==> src/rtl/alu_arbiter.sv <==
// ---------------------------------------------------------------------------
// alu_arbiter
//   Shares one external combinational ALU between two requesters. A
//   round-robin arbiter grants one requester in IDLE. The granted operands
//   are captured and the ALU result is registered in EXEC. The response is
//   then presented in RESP until the consumer accepts it.
//
// Ports
//   clk, rst                 clock, asynchronous active-high reset
//   reqN_valid / reqN_ready  request handshake for requester N (N = 0, 1)
//   reqN_a, reqN_b, reqN_op  operands and ALU select (0 add,1 sub,2 and,3 or)
//   alu_a, alu_b, alu_sel    operands driven to the shared ALU
//   alu_out, alu_z           result and zero flag returned by the ALU
//   rsp_valid / rsp_ready    response handshake
//   rsp_id, rsp_data, rsp_z  requester index, result, zero flag
//   op_count                 completed responses, wraps modulo 2^CNT_W
// ---------------------------------------------------------------------------
module alu_arbiter #(
    parameter int CNT_W = 16
) (
    input  logic             clk,
    input  logic             rst,
    input  logic             req0_valid,
    output logic             req0_ready,
    input  logic [31:0]      req0_a,
    input  logic [31:0]      req0_b,
    input  logic [1:0]       req0_op,
    input  logic             req1_valid,
    output logic             req1_ready,
    input  logic [31:0]      req1_a,
    input  logic [31:0]      req1_b,
    input  logic [1:0]       req1_op,
    output logic [31:0]      alu_a,
    output logic [31:0]      alu_b,
    output logic [1:0]       alu_sel,
    input  logic [31:0]      alu_out,
    input  logic             alu_z,
    output logic             rsp_valid,
    input  logic             rsp_ready,
    output logic             rsp_id,
    output logic [31:0]      rsp_data,
    output logic             rsp_z,
    output logic [CNT_W-1:0] op_count
);

    typedef enum logic [1:0] {
        S_IDLE,
        S_EXEC,
        S_RESP
    } state_t;

    state_t           r_state;
    state_t           w_next;
    logic             r_last_grant;
    logic             r_id;
    logic [31:0]      r_a;
    logic [31:0]      r_b;
    logic [1:0]       r_op;
    logic [31:0]      r_rsp_data;
    logic             r_rsp_z;
    logic [CNT_W-1:0] r_count;
    logic             w_grant0;
    logic             w_grant1;
    logic             w_done;

    // State register
    always_ff @(posedge clk or posedge rst) begin
        if (rst) begin
            r_state <= S_IDLE;
        end else begin
            r_state <= w_next;
        end
    end

    // Next state and grants. Readies are gated by rst so they stay low
    // for the whole reset pulse, even though state is already IDLE.
    always_comb begin
        w_next   = r_state;
        w_grant0 = 1'b0;
        w_grant1 = 1'b0;
        w_done   = 1'b0;
        case (r_state)
            S_IDLE: begin
                if (!rst) begin
                    if (req0_valid && req1_valid) begin
                        // Both contend: favour the one not granted last.
                        w_grant0 = r_last_grant;
                        w_grant1 = !r_last_grant;
                    end else begin
                        w_grant0 = req0_valid;
                        w_grant1 = req1_valid;
                    end
                end
                if (w_grant0 || w_grant1) begin
                    w_next = S_EXEC;
                end
            end
            S_EXEC: begin
                w_next = S_RESP;
            end
            S_RESP: begin
                if (rsp_ready) begin
                    w_done = 1'b1;
                    w_next = S_IDLE;
                end
            end
            default: begin
                w_next = S_IDLE;
            end
        endcase
    end

    // Datapath: operand capture on grant, result capture in EXEC,
    // completion counting on response handshake.
    always_ff @(posedge clk or posedge rst) begin
        if (rst) begin
            r_last_grant <= 1'b1;
            r_id         <= 1'b0;
            r_a          <= '0;
            r_b          <= '0;
            r_op         <= '0;
            r_rsp_data   <= '0;
            r_rsp_z      <= 1'b0;
            r_count      <= '0;
        end else begin
            if (w_grant0 || w_grant1) begin
                r_a          <= w_grant1 ? req1_a  : req0_a;
                r_b          <= w_grant1 ? req1_b  : req0_b;
                r_op         <= w_grant1 ? req1_op : req0_op;
                r_id         <= w_grant1;
                r_last_grant <= w_grant1;
            end
            if (r_state == S_EXEC) begin
                r_rsp_data <= alu_out;
                r_rsp_z    <= alu_z;
            end
            if (w_done) begin
                r_count <= r_count + CNT_W'(1);
            end
        end
    end

    assign req0_ready = w_grant0;
    assign req1_ready = w_grant1;
    assign alu_a      = r_a;
    assign alu_b      = r_b;
    assign alu_sel    = r_op;
    assign rsp_valid  = (r_state == S_RESP);
    assign rsp_id     = r_id;
    assign rsp_data   = r_rsp_data;
    assign rsp_z      = r_rsp_z;
    assign op_count   = r_count;

endmodule

==> config.mk <==
export PLATFORM = sky130hd
export DESIGN_NAME = alu_arbiter
export DESIGN_NICKNAME = d
export VERILOG_FILES = /design/src/rtl/alu_arbiter.sv
export SDC_FILE = /design/constraint.sdc
export NUM_CORES = 1
export LEC_CHECK = 0
export CAP_MARGIN = 10
export CORE_ASPECT_RATIO = 1.25
export CORE_UTILIZATION = 35
export DETAILED_ROUTE_END_ITERATION = 6
export PLACE_DENSITY_LB_ADDON = 0.15
export SYNTH_ARGS = -nofsm -noshare
export SYNTH_HDL_FRONTEND = slang
export SYNTH_SLANG_ARGS = --single-unit
==> constraint.sdc <==
create_clock -name clk -period 4.2 [get_ports clk]
set_clock_uncertainty 0.15 [all_clocks]
set_input_delay 0.84 -clock clk [delete_from_list [all_inputs] [get_ports clk]]
set_output_delay 0.84 -clock clk [all_outputs]
set_load 0.05 [all_outputs]
Yosys cells after proc, flatten, opt, wreduce, memory -nomap -nowiden

Cells that the tools add are included.

$add $sub $neg: 1
Equality and inequality tests: 4
Muxes and demuxes: 16
Reductions and logical operators: 6

Operators with widths:

| cell                  | count |
|---|---|
| $mux 32               | 2 |
| $add 16x1->16 const B | 1 |
| $mux 1                | 10 |
| $mux 2                | 3 |
| $pmux 2 s3            | 1 |
| $eq 2x1->1 const B    | 1 |
| $eq 2x2->1 const B    | 1 |
| $logic_not 2->1       | 1 |
| $logic_or 1x1->1      | 2 |
| $ne 2x1->1 const B    | 1 |
| $ne 2x2->1 const B    | 1 |
| $reduce_and 2->1      | 1 |
| $logic_and 1x1->1     | 1 |
| $logic_not 1->1       | 1 |

Register bits: 119
Bits of input ports: 170
Output and inout bits: 119
Logic and storage cells: 36

Depth between registers and ports, before layout

Depth after elaboration: 7
Mapped depth: 7
Mapped depth without buffers: 5

Worst setup path before layout

Ideal clock, no wire load.

Path type: input port to output port
Start point: input port rst
End point: output port req1_ready
Arrival: 1.587 ns
Required time: 3.210 ns
Setup slack: 1.623 ns
Cell stages on the path: 4
Buffers on the path: 1
Cells stage by stage: nor3_2 nand3_2 inv_2 buf_2

Cells in the longest elaborated chain, start to end: 3

RTL lines:

| item                 | RTL line | RTL |
|---|---|---|
| start: declaration   | 22       | `input logic rst,` |
| $mux 1               | 84       | `if (!rst) begin` |
| $mux 1 (2 in series) | 82       | `case (r_state)` |
| end: declaration     | 29       | `output logic req1_ready,` |

Every way passes these cells. The select of a mux whose other input is x is not followed.

Final worst setup path

Start point: register r_state[0]
End point: output port rsp_valid

Cells in the longest elaborated chain, start to end: 1

RTL lines:

| item                     | RTL line | RTL |
|---|---|---|
| start: declaration       | 52       | `state_t r_state;` |
| start signal: assignment | 71       | `r_state <= w_next;` |
| $eq 2x2->1               | 148      | `assign rsp_valid = (r_state == S_RESP);` |
| end: declaration         | 38       | `output logic rsp_valid,` |

Every way passes these cells.

==> qor.txt <==
Mapped Nets = 680
crit path from = r_state[0]
slew at the pin closest to its max-slew limit = 921 ps
antenna violations before repair = 0
ranking of synthesized cells by area = dfrtp_1 56%, a21oi_2 8.3%, a21oi_1 7.8%
Slew headroom = 38.6%
hold_buf cts = 0
crit-path max cell delay = 830 ps
period utilization = 69.4%
Yosys top cell area share = 56.0%
Clock Latency Late Sink = 410 ps
fin nets = 963
DR iter-0 viols = 208
final count of hold timing violations = 0
DRT Pass-1 Iters = 7
crit path capture type = output port
Clock Tree Root = clkbuf_16
GRT Residual Overflow = 0
Comb power frac = 54.5%
IR drop worst, VDD = 465 µV
FP Rows = 49
CTS tree = yes
CTS buffer count = 17
CP Cell Sequence = nand2b_1 -> inv_1 -> clkdlybuf4s50_1
final WL = 16500 µm
cell internal pwr = 4140 µW
Slew Viols, Final = 0
Core Util, Final = 61.2%
leading area contributor after synthesis = dfrtp_1
arrival time worst endpoint = 1920 ps
share of cells above drive strength 1 = 16.8%
NetSw = 3590 µW
clock slew at reported path FFs = 60 ps
Startpoint Class = flop
global-route usage over all layers = 21.9%
crit path max fanout = 4
Slowest-stage cell, CP = clkdlybuf4s50_1
Reg2Reg Launch Point = r_state[1]
core area = 14500 µm²
synthesized instance count = 509
synthesized cell area = 5280 µm²
Mapped Avg Cell Area = 10.4 µm²
status = finished with violations
routed len/inst = 16.8 µm
Antenna Nets Post-Route = 0
DIE AREA = 15600 µm²
starting density of the core = 36.3%
MaxCap Viol Count = 0
Pwr Total = 7730 µW
Seq pwr share = 25.8%
gp weighted congestion = 0.771
setup violators final = 0
largest net degree at the start of global routing = 70
Worst R2R Setup Slack = 1930 ps
Switching Share = 46.5%
TNS Setup = 0 ps
Via Count = 4904
clk sink count = 119
global-route wire length before repair = 26500 µm
cell leakage power = 0.00374 µW
Die Height = 139 µm
cell area power density = 869 nW/µm²
class of the worst hold path = reg -> reg
#FFs+latches synth = 119
Syn. warnings = 0
PortBufs = 288
critical path class = reg -> out
vias in the first global route = 5310
CTS Buffer Depth = 2
CP Data Required Time = 3210 ps
Worst R2R End = alu_a[26]
RSZ-0062 raised after global routing = false
f_max = 343 MHz
Ports = 289
Worst R2R Path Depth = 6
crit path to = rsp_valid
Seq/Total Area, Yosys = 56.4%
failing checks = DRC
clock group share of total power = 19.7%
post-cts resize count = 0
die extent in x = 112 µm
Diodes inserted = 0
H-tree Lvls = 4
post-synthesis cell type count = 28
Tmin final = 2910 ps
Final HPWL DP = 11700 µm
DRC = 22
Hold Slack = 316 ps
Via density = 4.99
Layout area overhead = 68.6%
Post-CTS Setup Inserts = 0
cells in the final DEF, fill, tap and decap left out:
| cell | instances |
|---|---|
| a21oi_1 | 82 |
| a21oi_2 | 50 |
| and3_1 | 1 |
| and4_1 | 1 |
| buf_12 | 2 |
| buf_4 | 8 |
| bufinv_16 | 3 |
| clkbuf_16 | 17 |
| clkbuf_8 | 2 |
| clkdlybuf4s50_1 | 286 |
| clkinv_2 | 2 |
| clkinv_4 | 4 |
| clkinvlp_4 | 1 |
| dfrtp_1 | 118 |
| dfstp_2 | 1 |
| ha_1 | 1 |
| inv_1 | 2 |
| inv_2 | 2 |
| inv_4 | 1 |
| inv_6 | 3 |
| mux2_2 | 34 |
| nand2_1 | 79 |
| nand2b_1 | 3 |
| nand3_1 | 9 |
| nand3_2 | 2 |
| nand4_1 | 3 |
| nand4b_1 | 1 |
| nor2_1 | 67 |
| nor3_1 | 1 |
| nor3_2 | 3 |
| o21ai_0 | 1 |
| xnor2_1 | 14 |
| xor2_1 | 1 |
stage by stage:
stage | setup WS (ps) | std cells | cell area, µm²
after floorplan | 54.2 | 509 | 5280
after CTS | 1260 | 983 | 8900
after global routing | 1170 | 983 | 8900
after detailed placement | 1060 | 951 | 8280
final | 1290 | 983 | 8900
after global placement | 1150 | 951 | 8280
sequential cells by signal (all words and copies together), names as in the netlist:
signal / cells
r_state: 2
rsp_data: 32
alu_a: 32
r_last_grant: 1
alu_sel: 2
rsp_id: 1
alu_b: 32
rsp_z: 1
op_count: 16
cell usage after synthesis (all sizes together):
master / count
mux2: 34
nand2b: 3
clkbuf: 11
ha: 1
nor2: 67
xnor2: 14
o21ai: 1
inv: 5
nand4: 3
dfrtp: 118
and4: 1
a21oi: 132
nand4b: 1
nor3: 4
nand3: 11
nand2: 79
and3: 1
buf: 21
xor2: 1
dfstp: 1
worst max-delay path: cells and delay by family (launching register included):
family	cells	cell delay, ps
buf+inv	2	940
simple gates	1	170
flops	1	410
how the worst min path moves through the flow:
stage,cells after the start,to,from,slack (ps)
after floorplan,2,r_last_grant,r_last_grant,290
after global placement,2,r_last_grant,r_last_grant,300
after detailed placement,2,r_last_grant,r_last_grant,310
after CTS,2,r_last_grant,r_last_grant,320
after global routing,2,r_last_grant,r_last_grant,350
final,2,r_last_grant,r_last_grant,320
power by group through the flow:
stage	Combinational, µW	Clock (µW)	Sequential [µW]
finish	4210	1520	1990
global route	4420	1610	2060
CTS	4250	1550	2000
detailed placement	4240	0	2010
global placement	4180	0	1990
floorplan	956	0	3800
kinds of logic after synthesis:
logic type	count (synthesis)	synth area share, %
buffers and inverters	37	3.96
AOI/OAI and AO/OA	133	16.2
xor gates and xnor gates	15	2.49
adders and majority gates	1	0.237
and+or+nand+nor	170	13.4
muxes	34	7.25
DFF	119	56.4
routing by layer:
layer,GRT usage (%),share of wire [%],vias up
met3,8.28,9.6,36
met5,0,0,-
met4,10.3,3.6,0
li1,-,-,2268
met1,22.5,36,2375
met2,38.9,51,225
final cells by class:
| class | count | area (µm²) |
|---|---|---|
| fillers | 1244 | 5630 |
| inverters | 5 | 21.3 |
| multi-input cells | 353 | 2090 |
| repair buffers | 296 | 2960 |
| well taps | 178 | 223 |
| clock inverters | 13 | 169 |
| clock buffers | 19 | 453 |
| flip-flops and latches | 119 | 2980 |
Power figures use the tool's default switching activity.
